`src/rtl/dispatch_unit.sv`:
```
// dispatch_unit: issue stage that allocates a ROB tag, renames rd, resolves operands and drives a one-cycle dispatch bus to RS/LSB
module dispatch_unit #(
    parameter int ROB_W = 5,
    parameter int OP_W  = 7
) (
    input  logic             clk,
    input  logic             rst,
    input  logic             i_rdy,
    input  logic             i_wrong_commit,
    input  logic             i_inst_valid,
    output logic             o_inst_ready,
    input  logic [OP_W-1:0]  i_inst_op,
    input  logic             i_inst_is_ls,
    input  logic             i_inst_has_rd,
    input  logic [4:0]       i_inst_rd,
    input  logic [4:0]       i_inst_rs1,
    input  logic [4:0]       i_inst_rs2,
    input  logic [31:0]      i_inst_imm,
    input  logic [31:0]      i_inst_pc,
    output logic [4:0]       o_rf_rs1,
    output logic [4:0]       o_rf_rs2,
    input  logic [31:0]      i_rf_vi,
    input  logic [31:0]      i_rf_vj,
    input  logic [ROB_W-1:0] i_rf_qi,
    input  logic [ROB_W-1:0] i_rf_qj,
    input  logic             i_rob_rdy_i,
    input  logic             i_rob_rdy_j,
    input  logic [31:0]      i_rob_val_i,
    input  logic [31:0]      i_rob_val_j,
    input  logic             i_rob_full,
    input  logic [ROB_W-1:0] i_rob_next_id,
    output logic             o_rob_alloc,
    output logic             o_rf_rename,
    input  logic             i_alu_valid,
    input  logic [ROB_W-1:0] i_alu_rob_id,
    input  logic [31:0]      i_alu_res,
    input  logic             i_lsb_valid,
    input  logic [ROB_W-1:0] i_lsb_rob_id,
    input  logic [31:0]      i_lsb_res,
    input  logic             i_rs_full,
    input  logic             i_lsb_full,
    output logic             o_rs_dispatch_valid,
    output logic             o_lsb_dispatch_valid,
    output logic [OP_W-1:0]  o_dispatch_op,
    output logic [31:0]      o_dispatch_imm,
    output logic [31:0]      o_dispatch_pc,
    output logic [ROB_W-1:0] o_dispatch_qi,
    output logic [ROB_W-1:0] o_dispatch_qj,
    output logic [31:0]      o_dispatch_vi,
    output logic [31:0]      o_dispatch_vj,
    output logic [ROB_W-1:0] o_dispatch_rd
);
    logic             r_last_vld;
    logic [4:0]       r_last_rd;
    logic [ROB_W-1:0] r_last_tag;
    logic             w_accept;
    logic [4:0]       w_rs     [2];
    logic [ROB_W-1:0] w_rfq    [2];
    logic [31:0]      w_rfv    [2];
    logic             w_rr     [2];
    logic [31:0]      w_rv     [2];
    logic             w_fwd    [2];
    logic [ROB_W-1:0] w_tag    [2];
    logic             w_alu_hit[2];
    logic             w_lsb_hit[2];
    logic             w_rob_hit[2];
    logic [ROB_W-1:0] w_q      [2];
    logic [31:0]      w_v      [2];

    assign o_inst_ready = i_rdy & ~i_wrong_commit & ~i_rob_full & ~(i_inst_is_ls ? i_lsb_full : i_rs_full);
    assign w_accept     = i_inst_valid & o_inst_ready;
    assign o_rob_alloc  = w_accept;
    assign o_rf_rename  = w_accept & i_inst_has_rd & (i_inst_rd != 5'd0);
    assign o_rf_rs1     = i_inst_rs1;
    assign o_rf_rs2     = i_inst_rs2;

    assign w_rs[0]  = i_inst_rs1;
    assign w_rs[1]  = i_inst_rs2;
    assign w_rfq[0] = i_rf_qi;
    assign w_rfq[1] = i_rf_qj;
    assign w_rfv[0] = i_rf_vi;
    assign w_rfv[1] = i_rf_vj;
    assign w_rr[0]  = i_rob_rdy_i;
    assign w_rr[1]  = i_rob_rdy_j;
    assign w_rv[0]  = i_rob_val_i;
    assign w_rv[1]  = i_rob_val_j;

    for (genvar g = 0; g < 2; g++) begin : g_opnd
        // The previous accept's rename lands on this edge, so the regfile tag is stale for that rd.
        assign w_fwd[g]     = r_last_vld & (r_last_rd == w_rs[g]) & (r_last_rd != 5'd0);
        assign w_tag[g]     = w_fwd[g] ? r_last_tag : w_rfq[g];
        assign w_alu_hit[g] = i_alu_valid & (i_alu_rob_id == w_tag[g]);
        assign w_lsb_hit[g] = i_lsb_valid & (i_lsb_rob_id == w_tag[g]);
        // rob_rdy reports on the regfile's tag, so it says nothing about a forwarded tag.
        assign w_rob_hit[g] = ~w_fwd[g] & w_rr[g];
        assign w_q[g] = (w_rs[g] == 5'd0 || w_tag[g] == '0 || w_alu_hit[g] || w_lsb_hit[g] || w_rob_hit[g]) ? '0 : w_tag[g];
        assign w_v[g] = w_rs[g] == 5'd0 ? 32'd0 :
                        w_tag[g] == '0  ? w_rfv[g] :
                        w_alu_hit[g]    ? i_alu_res :
                        w_lsb_hit[g]    ? i_lsb_res :
                        w_rob_hit[g]    ? w_rv[g] : 32'd0;
    end

    // Dispatch bus and rename-forward register; the bus is zeroed on any enabled cycle without an accept.
    always_ff @(posedge clk) begin
        if (rst) begin
            o_rs_dispatch_valid  <= 1'b0;
            o_lsb_dispatch_valid <= 1'b0;
            o_dispatch_op        <= '0;
            o_dispatch_imm       <= '0;
            o_dispatch_pc        <= '0;
            o_dispatch_qi        <= '0;
            o_dispatch_qj        <= '0;
            o_dispatch_vi        <= '0;
            o_dispatch_vj        <= '0;
            o_dispatch_rd        <= '0;
            r_last_vld           <= 1'b0;
            r_last_rd            <= '0;
            r_last_tag           <= '0;
        end else if (i_rdy) begin
            o_rs_dispatch_valid  <= w_accept & ~i_inst_is_ls;
            o_lsb_dispatch_valid <= w_accept & i_inst_is_ls;
            o_dispatch_op        <= w_accept ? i_inst_op : '0;
            o_dispatch_imm       <= w_accept ? i_inst_imm : '0;
            o_dispatch_pc        <= w_accept ? i_inst_pc : '0;
            o_dispatch_qi        <= w_accept ? w_q[0] : '0;
            o_dispatch_qj        <= w_accept ? w_q[1] : '0;
            o_dispatch_vi        <= w_accept ? w_v[0] : '0;
            o_dispatch_vj        <= w_accept ? w_v[1] : '0;
            o_dispatch_rd        <= w_accept ? i_rob_next_id : '0;
            r_last_vld           <= o_rf_rename;
            if (w_accept) begin
                r_last_rd  <= i_inst_rd;
                r_last_tag <= i_rob_next_id;
            end
        end
    end
endmodule
```
`config.mk`:
```
export PLATFORM = sky130hd
export DESIGN_NAME = dispatch_unit
export DESIGN_NICKNAME = d
export VERILOG_FILES = /design/src/rtl/dispatch_unit.sv
export SDC_FILE = /design/constraint.sdc
export NUM_CORES = 1
export LEC_CHECK = 0
export CAP_MARGIN = 20
export CORE_AREA = 2 2 186 188
export DETAILED_ROUTE_END_ITERATION = 6
export DIE_AREA = 0 0 188 190
export REMOVE_ABC_BUFFERS = 1
export SETUP_SLACK_MARGIN = 0.1
export SYNTH_ARGS = -nofsm -noshare
export SYNTH_HDL_FRONTEND = slang
export SYNTH_SLANG_ARGS = --single-unit
```
`constraint.sdc`:
```
create_clock -name clk -period 2.6 [get_ports clk]
set_input_delay 0.26 -clock clk [delete_from_list [all_inputs] [get_ports clk]]
set_output_delay 0.26 -clock clk [all_outputs]
set_load 0.005 [all_outputs]
```
==> results of run 1 <==
-- sequential cells by signal (all words and copies together) (netlist names) --
register / flops
o_dispatch_imm: 32
o_dispatch_pc: 32
o_dispatch_vi: 32
o_dispatch_vj: 32
o_dispatch_op: 7
o_dispatch_qi: 5
o_dispatch_qj: 5
o_dispatch_rd: 5
r_last_rd: 5
r_last_tag: 5
o_lsb_dispatch_valid: 1
o_rs_dispatch_valid: 1
r_last_vld: 1
-- routing by layer --
metal | wire length, um | track usage (%) | share of wire, %
met3 | 4180 | 7.42 | 9.3
met5 | 36 | 0 | 0.080
met4 | 2020 | 12.7 | 4.5
met2 | 22300 | 42.2 | 50
met1 | 16200 | 25.1 | 36
-- cells in the mapped netlist (2+ instances only) --
cell / instances / share of area (%)
nor4_1: 2 / 0.16
nand2b_1: 2 / 0.16
o221ai_2: 2 / 0.38
a22oi_1: 136 / 13
buf_2: 17 / 1.1
dfxtp_1: 163 / 41
nand3_1: 8 / 0.51
nand2_1: 71 / 3.4
o31ai_1: 32 / 3.0
xor2_1: 20 / 2.2
a21oi_1: 82 / 5.2
mux2_2: 3 / 0.43
mux2i_1: 11 / 1.4
a31oi_1: 2 / 0.16
clkbuf_1: 65 / 3.1
o21ai_1: 49 / 3.1
buf_4: 11 / 1.0
buf_1: 2 / 0.095
or4_1: 8 / 0.76
inv_1: 2 / 0.095
nor2_1: 90 / 4.3
o221ai_1: 32 / 3.5
o21ai_0: 27 / 1.7
xnor2_1: 18 / 2.0
buf_6: 6 / 0.85
a222oi_1: 32 / 4.1
nor2b_1: 3 / 0.24
nor3b_1: 2 / 0.19
nor3_1: 4 / 0.25
-- cell families after synthesis --
logic type	synth area share [%]
AOI/OAI and AO/OA	35.0
xor gates and xnor gates	4.21
buffers and inverters	6.47
DFF	41.3
muxes	2.28
and+or+nand+nor	10.8
-- path summary, 6_finish.rpt --
path                                          end  slack (ns)  cells after the start              from
worst max-delay path            o_dispatch_vj[28]        0.06                     11      r_last_rd[0]
worst min-delay path             o_dispatch_qi[3]        0.21                      4               rst
worst max register to register  o_dispatch_vj[28]        0.06                     11      r_last_rd[0]
worst min register to register   o_dispatch_qj[4]        0.45                      2  o_dispatch_qj[4]
-- per-stage QoR --
step                hold WS [ns]  std cells  power (mW)  TNS [ns]  setup slack [ns]
floorplan                  0.329        819        2.84    -50.83            -0.897
global placement           0.441       1826        3.67    -10.44            -0.230
detailed placement         0.447       1826        3.68    -11.77            -0.249
CTS                        0.180       1862        6.34         0            0.0217
global route               0.236       1870        6.57   -0.0236           -0.0107
finish                     0.205       1872        6.35         0            0.0600
-- timing repair --
item | in CTS | in global routing
resized for setup | 7 | 98
buffers inserted | 1 | 5
pin swaps | 1 | 38
endpoints found under the setup margin | 41 | 73
gates cloned | 3 | 3
-- layout make-up --
| cell class | instances | area, um2 |
|---|---|---|
| diodes | 2 | 5.00 |
| clock buffers | 21 | 460 |
| clock inverters | 11 | 125 |
| fillers | 3296 | 18900 |
| inverters | 3 | 11.3 |
| multi-input cells | 654 | 4680 |
| flip-flops and latches | 163 | 3270 |
| well taps | 455 | 569 |
| repair buffers | 563 | 5910 |
-- power breakdown --
| group | leakage [nW] | internal, mW | switching, mW |
|---|---|---|---|
| registers | 1.32 | 2.52 | 0.0136 |
| logic | 3.46 | 0.676 | 0.508 |
| clock network | 0.284 | 1.47 | 1.17 |
| total | 5.06 | 4.66 | 1.69 |
-- critical path, stage by stage, from the launching register on --
cell       delay (ns)
dfxtp_2          0.32
or4_4            0.54
o21ai_4          0.20
buf_6            0.12
or4_4            0.13
buf_6            0.10
a211oi_2         0.03
a211o_2          0.42
buf_12           0.17
clkbuf_16        0.19
a21oi_2          0.12
o21ai_1          0.08
==> impl_metrics.env, run 1 <==
export IMPL_layout_commonest_cell="clkdlybuf4s50_1"
export IMPL_synth_avg_cell_area_um2=8.58
export IMPL_cp_data_arrival_time_ns=2.87
export IMPL_cts_buffers=17
export IMPL_finalSetupViolCount=0
export IMPL_tightestPinTransition_ns=0.950
export IMPL_dp_hpwl_um=32100
export IMPL_row_count=68
export IMPL_clock_latency_ns=0.45
export IMPL_drt_wl_total_um=44800
export IMPL_ir_worst_vdd_mv=0.464
export IMPL_required_ns=2.93
export IMPL_die_h_um=190
export IMPL_stdcell_area_um2=15000
export IMPL_cts_root_buf="clkbuf_16"
export IMPL_gr_total_overflow=0
export IMPL_hold_path_class="input pin to register"
export IMPL_p_leak_nw=5.06
export IMPL_ys_warn_count=0
export IMPL_ant_nets=0
export IMPL_grt_pass1_wl_um=63400
export IMPL_area_growth_syn_to_layout_pct=90.1
export IMPL_slew_headroom_pct=36.7
export IMPL_h_tree_depth=4
export IMPL_post_dp_cell_area_um2=13700
export IMPL_io_pins=482
export IMPL_viasPerCell=5.30
export IMPL_cts_path_max_buffers=2
export IMPL_die_width_um=188
export IMPL_routabilityCongestion=0.914
export IMPL_worst_setup_path_type="register to register"
export IMPL_hold_viol_final=0
export IMPL_yosys_register_bits=163
export IMPL_syn_area_um2=7900
export IMPL_grtUsageTotal_pct=23.7
export IMPL_clk_pin_slew_ns=0.06
export IMPL_wl_per_cell_um=23.9
export IMPL_dr_pass1_iters=6
export IMPL_cp_start_kind="register"
export IMPL_drv_slew=0
export IMPL_period_share_pct=97.7
export IMPL_cts_tree="yes"
export IMPL_cp_max_fo=8
export IMPL_skew_ns=0.0100
export IMPL_grt_pass1_vias=10200
export IMPL_die_area_um2=35700
export IMPL_nNetsFinal=1719
export IMPL_drive_above_1_share_pct=14.3
export IMPL_antenna_found_initial=6
export IMPL_max_cap_violations=0
export IMPL_initial_core_util_pct=23.3
export IMPL_final_util_pct=44.3
export IMPL_fmax_ghz=0.394
export IMPL_drc=0
export IMPL_period_minus_slack_ns=2.54
export IMPL_synth_distinct_cells=48
export IMPL_portBuffers=481
export IMPL_cts_hold_buf=0
export IMPL_syn_inst=921
export IMPL_synthFlopType="dfxtp_1"
export IMPL_yosysSeqAreaShare_pct=41.3
export IMPL_core_region_area_um2=33900
export IMPL_clock_sinks=163
export IMPL_vias=9922
export IMPL_status="finished clean"
export IMPL_drt_iter0_markers=692
export IMPL_async_flop_share_pct=0
export IMPL_critPathCaptureType="register"
export IMPL_rsz0062_at_grt="yes"
export IMPL_synth_edf_count=0
export IMPL_grt_max_degree=90
export IMPL_mostFrequentLayoutCells="clkdlybuf4s50_1 (480), dfxtp_1 (158), a22oi_1 (133)"
export IMPL_p_per_area_nw_per_um2=423
No activity file was read; power rests on OpenSTA's default activity.
==> run 2: changes to the inputs <==
TNS_END_PERCENT = 1   (was not set)
==> run 2 against run 1 <==
Against the previous run: combinational power barely moved; die area unchanged; via count is 0.80% lower; power decreased by 0.17%; final cell count decreased by 0.21%; final area is 0.54% lower; fmax is 0.18% higher; clock skew fell by 0.0035 ns; wire length decreased by 0.74%; worst hold slack worse by 0.014 ns.
==> impl_metrics.env, run 2 (same netlist as run 1, synthesis figures left out) <==
export IMPL_finalSetupViolCount=0
export IMPL_drc=0
export IMPL_slew_headroom_pct=36.2
export IMPL_period_minus_slack_ns=2.54
export IMPL_drt_iter0_markers=690
export IMPL_drive_above_1_share_pct=13.7
export IMPL_max_cap_violations=0
export IMPL_dp_hpwl_um=32100
export IMPL_portBuffers=481
export IMPL_hold_viol_final=0
export IMPL_cp_start_kind="register"
export IMPL_ff2ff_path_depth=9
export IMPL_fin_setup_tns_ns=0
export IMPL_die_width_um=188
export IMPL_r2r_end="o_dispatch_vi[8]"
export IMPL_io_pins=482
export IMPL_antenna_found_initial=6
export IMPL_cts_buffers=17
export IMPL_period_share_pct=97.5
export IMPL_clock_latency_ns=0.45
export IMPL_grt_pass1_wl_um=62800
export IMPL_crit_end="o_dispatch_vi[8]"
export IMPL_stdcell_area_um2=14900
export IMPL_tightestPinTransition_ns=0.957
export IMPL_ant_nets=0
export IMPL_nNetsFinal=1715
export IMPL_h_tree_depth=4
export IMPL_worstSetupStartpoint="r_last_rd[0]"
export IMPL_fillerInstances=3306
export IMPL_cts_path_max_buffers=2
export IMPL_hold_path_class="input pin to register"
export IMPL_row_count=68
export IMPL_dr_pass1_iters=7
export IMPL_core_region_area_um2=33900
export IMPL_initial_core_util_pct=23.3
export IMPL_grt_pass1_vias=10100
export IMPL_fmax_ghz=0.394
export IMPL_critPathCaptureType="register"
export IMPL_required_ns=2.98
export IMPL_cp_num_cells=9
export IMPL_ir_worst_vdd_mv=0.466
export IMPL_dp_cells=1826
export IMPL_status="finished clean"
export IMPL_vias=9843
export IMPL_layout_commonest_cell="clkdlybuf4s50_1"
export IMPL_clk_pin_slew_ns=0.07
export IMPL_seqCellArea_um2=3270
export IMPL_whs_ns=0.191
export IMPL_p_leak_nw=5.02
export IMPL_clock_sinks=163
export IMPL_slowest_delay_ns=0.54
export IMPL_grtUsageTotal_pct=23.5
export IMPL_die_area_um2=35700
export IMPL_cpMaxStageDelayCell="or4_4"
export IMPL_p_per_area_nw_per_um2=424
export IMPL_r2r_start="r_last_rd[0]"
export IMPL_grt_max_degree=90
export IMPL_final_cells=1868
export IMPL_post_dp_cell_area_um2=13700
export IMPL_routabilityCongestion=0.914
export IMPL_multi_input_area_um2=4670
export IMPL_cts_tree="yes"
export IMPL_cp_data_arrival_time_ns=2.91
export IMPL_crit_chain="or4_4, o21ai_4, nor4_4, buf_12, mux2_2, nor2b_4, buf_4, a22oi_1, o21ai_1"
export IMPL_skew_ns=0.00656
export IMPL_rsz0062_at_grt="yes"
export IMPL_drt_wl_total_um=44400
export IMPL_die_h_um=190
export IMPL_mostFrequentLayoutCells="clkdlybuf4s50_1 (480), dfxtp_1 (159), a22oi_1 (125)"
export IMPL_viasPerCell=5.27
export IMPL_drv_slew=0
export IMPL_wl_per_cell_um=23.8
export IMPL_gr_total_overflow=0
export IMPL_rrSetupSlack_ns=0.06
export IMPL_path_buf_inv=2
export IMPL_cts_root_buf="clkbuf_16"
export IMPL_critPathTopFamily="simple AND/OR/NAND/NOR gates"
export IMPL_worst_setup_path_type="register to register"
export IMPL_cp_max_fo=12
export IMPL_area_growth_syn_to_layout_pct=89.1
## run 2: cell count changes in the layout (fill, tap and decap cells not counted), moves of 9 or more
| cell | previous run | this run |
|---|---|---|
| a21oi_1 | 57 | 76 |
| o221ai_1 | 19 | 32 |
| o31ai_4 | 0 | 11 |
| o221ai_2 | 13 | 0 |
| a21oi_4 | 14 | 0 |
| o31ai_1 | 21 | 1 |
| o31ai_2 | 11 | 20 |
## run 2: how the worst min path moves through the flow
stage,startpoint,end,slack (ns),depth (start not counted)
after floorplan,rst,o_dispatch_rd[0],0.33,1
after global placement,o_dispatch_qj[1],o_dispatch_qj[1],0.44,2
after detailed placement,o_dispatch_qi[3],o_dispatch_qi[3],0.45,2
after CTS,rst,o_dispatch_qi[3],0.18,4
after global routing,rst,o_dispatch_qi[3],0.21,4
final,rst,o_dispatch_qi[3],0.19,4
## run 2: per-stage QoR
stage	power (mW)	util [%]	worst slack, ns
2_1_floorplan	2.84	-	-0.897
3_3_place_gp	3.67	40.5	-0.230
3_5_place_dp	3.68	40.5	-0.249
4_1_cts	6.33	42.4	0.0463
5_1_grt	6.57	44.0	-0.0357
6_report	6.34	44.0	0.0645
## run 2: layout make-up
type,instances,share of cell area (%)
diodes,2,0.0335
clock buffers,21,3.08
clock inverters,11,0.837
inverters,3,0.0754
multi-input cells,654,31.3
flip-flops and latches,163,21.9
well taps,455,3.81
repair buffers,559,39.0
## run 2: report_power, final
part           leakage (nW)  switching [mW]  total (mW)  internal [mW]
Combinational          3.42           0.510        1.18          0.668
Clock                 0.284            1.17        2.64           1.47
Sequential             1.32          0.0138        2.53           2.52
## run 2: layer usage
metal	up-vias	share of wire (%)	global-route usage, %
met1	4659	36	25.1
met4	6	4.6	11.8
met2	604	50	41.9
met5	-	0.081	0
li1	4471	-	-
met3	103	9.6	7.32
## run 2: timing repair
item	4_1_cts	5_1_grt
hold endpoints to repair	0	0
cloned	1	5
setup buffers	0	2
setup endpoints to repair	41	73
resized for setup	13	94
hold buffers	0	0
pin swaps	3	41
## run 2: worst register-to-register path, cell delays in order, from the launching register on
cell and delay, ns:
dfxtp_2 0.32, or4_4 0.54, o21ai_4 0.20, nor4_4 0.09, buf_12 0.15, mux2_2 0.26, nor2b_4 0.50, buf_4 0.24
a22oi_1 0.06, o21ai_1 0.10
==> run 3: changes to the inputs <==
PLACE_DENSITY_LB_ADDON = 0.05   (was not set)
==> run 3 against run 2 <==
Against the previous run: sequential share of layout area down 0.50 points; worst setup slack worse by 0.13 ns; final cell count up 1.9%; the flow now finishes with violations (design-rule violations, negative setup slack); clock skew up 0.0033 ns; global-route usage up 0.51 points; largest cell class unchanged; non-clock buffer count up 36.
==> impl_metrics.env, run 3 (same netlist as run 1, synthesis figures left out) <==
export IMPL_required_ns=2.94
export IMPL_wl_per_cell_um=23.2
export IMPL_layout_commonest_cell="clkdlybuf4s50_1"
export IMPL_area_growth_syn_to_layout_pct=93.4
export IMPL_power_total_mw=6.46
export IMPL_drive_above_1_share_pct=14.9
export IMPL_period_share_pct=102
export IMPL_slew_headroom_pct=54.6
export IMPL_die_width_um=188
export IMPL_antenna_found_initial=2
export IMPL_core_region_area_um2=33900
export IMPL_viasPerCell=5.07
export IMPL_cts_root_buf="clkbuf_16"
export IMPL_io_pins=482
export IMPL_hold_path_class="input pin to register"
export IMPL_rrSetupSlack_ns=-0.06
export IMPL_cp_data_arrival_time_ns=3.00
export IMPL_h_tree_depth=4
export IMPL_grtUsageTotal_pct=24.0
export IMPL_worst_setup_path_type="register to register"
export IMPL_final_util_pct=45.0
export IMPL_routabilityCongestion=0.805
export IMPL_die_area_um2=35700
export IMPL_worst_slack_ns=-0.0646
export IMPL_row_count=68
export IMPL_mostFrequentLayoutCells="clkdlybuf4s50_1 (480), dfxtp_1 (161), a22oi_1 (135)"
export IMPL_max_cap_violations=0
export IMPL_ff2ff_path_depth=12
export IMPL_critPathCaptureType="register"
export IMPL_portBuffers=481
export IMPL_initial_core_util_pct=23.3
export IMPL_dp_cells=1852
export IMPL_clk_pin_slew_ns=0.07
export IMPL_drt_wl_total_um=44200
export IMPL_nNetsFinal=1751
export IMPL_p_leak_nw=5.24
export IMPL_finalSetupViolCount=37
export IMPL_status="finished with violations"
export IMPL_worstSetupStartpoint="r_last_rd[4]"
export IMPL_grt_max_degree=83
export IMPL_tightestPinTransition_ns=0.681
export IMPL_drv_slew=0
export IMPL_grt_pass1_vias=9842
export IMPL_dr_pass1_iters=7
export IMPL_drt_iter0_markers=747
export IMPL_cp_start_kind="register"
export IMPL_violations="design-rule violations, negative setup slack"
export IMPL_cp_max_fo=5
export IMPL_final_cells=1904
export IMPL_clock_latency_ns=0.45
export IMPL_drc=3
export IMPL_dp_hpwl_um=32100
export IMPL_p_per_area_nw_per_um2=422
export IMPL_cts_buffers=17
export IMPL_r2r_end="o_dispatch_vi[0]"
export IMPL_rsz0062_at_grt="yes"
export IMPL_skew_ns=0.00983
export IMPL_period_minus_slack_ns=2.66
export IMPL_cts_tree="yes"
export IMPL_hold_viol_final=0
export IMPL_ant_nets=0
export IMPL_grt_pass1_wl_um=63900
export IMPL_clock_sinks=163
export IMPL_cts_path_max_buffers=2
export IMPL_r2r_start="r_last_rd[4]"
export IMPL_fmax_ghz=0.375
export IMPL_crit_end="o_dispatch_vi[0]"
export IMPL_vias=9659
export IMPL_gr_total_overflow=0
export IMPL_ir_worst_vdd_mv=0.433
export IMPL_die_h_um=190
[run 3: worst max-delay path, cell delays in order (launching register included)]
cell and delay (ns):
dfxtp_1 0.31, or4_4 0.54, o21ai_4 0.18, nor4_4 0.08, buf_4 0.16, buf_6 0.12, nor4_4 0.17, buf_4 0.17
o221ai_4 0.16, buf_6 0.19, buf_16 0.15, o31ai_4 0.22, o21ai_1 0.09
[run 3: how the worst min path moves through the flow]
stage / slack, ns / startpoint / end / cells past startpoint
after detailed placement: 0.44 / o_dispatch_qi[3] / o_dispatch_qi[3] / 2
after global routing: 0.31 / rst / o_dispatch_pc[19] / 3
after floorplan: 0.33 / rst / o_dispatch_rd[0] / 1
after CTS: 0.30 / rst / o_dispatch_pc[15] / 3
final: 0.31 / rst / o_dispatch_pc[15] / 3
after global placement: 0.44 / o_dispatch_qi[3] / o_dispatch_qi[3] / 2
[run 3: layer usage]
metal,part of all wire [%],up-vias,GRT usage [%]
met5,0,-,0
met4,3.5,0,9.69
met3,8.7,67,8.12
met2,48,474,41.1
met1,39,4576,27.5
li1,-,4542,-
[run 3: metrics by stage]
step	hold WS, ns	TNS, ns	worst slack (ns)	area (um2)
after detailed placement	0.445	-19.04	-0.406	13900
after global routing	0.314	-6.01	-0.199	15300
final	0.314	-1.15	-0.0646	15300
after global placement	0.438	-18.02	-0.400	13900
after CTS	0.302	-1.84	-0.0670	15200
after floorplan	0.329	-50.83	-0.897	7400
[run 3: what timing repair did]
action | CTS | global route
gates cloned | 7 | 0
setup endpoints to repair | 71 | 51
pin swaps | 26 | 6
hold buffers | 0 | 0
setup buffers | 13 | 0
resized for setup | 74 | 22
endpoints found under the hold margin | 0 | 0
[run 3: power by group]
group / internal (mW) / switching [mW]
Clock: 1.39 / 1.30
Combinational: 0.718 / 0.531
Sequential: 2.51 / 0.0117
[run 3: layout make-up]
class / instances / area, um2
multi-input cells: 654 / 4630
diodes: 2 / 5.00
inverters: 3 / 11.3
well taps: 455 / 569
clock inverters: 15 / 188
repair buffers: 595 / 6190
fillers: 3284 / 18700
clock buffers: 17 / 425
flip-flops and latches: 163 / 3270
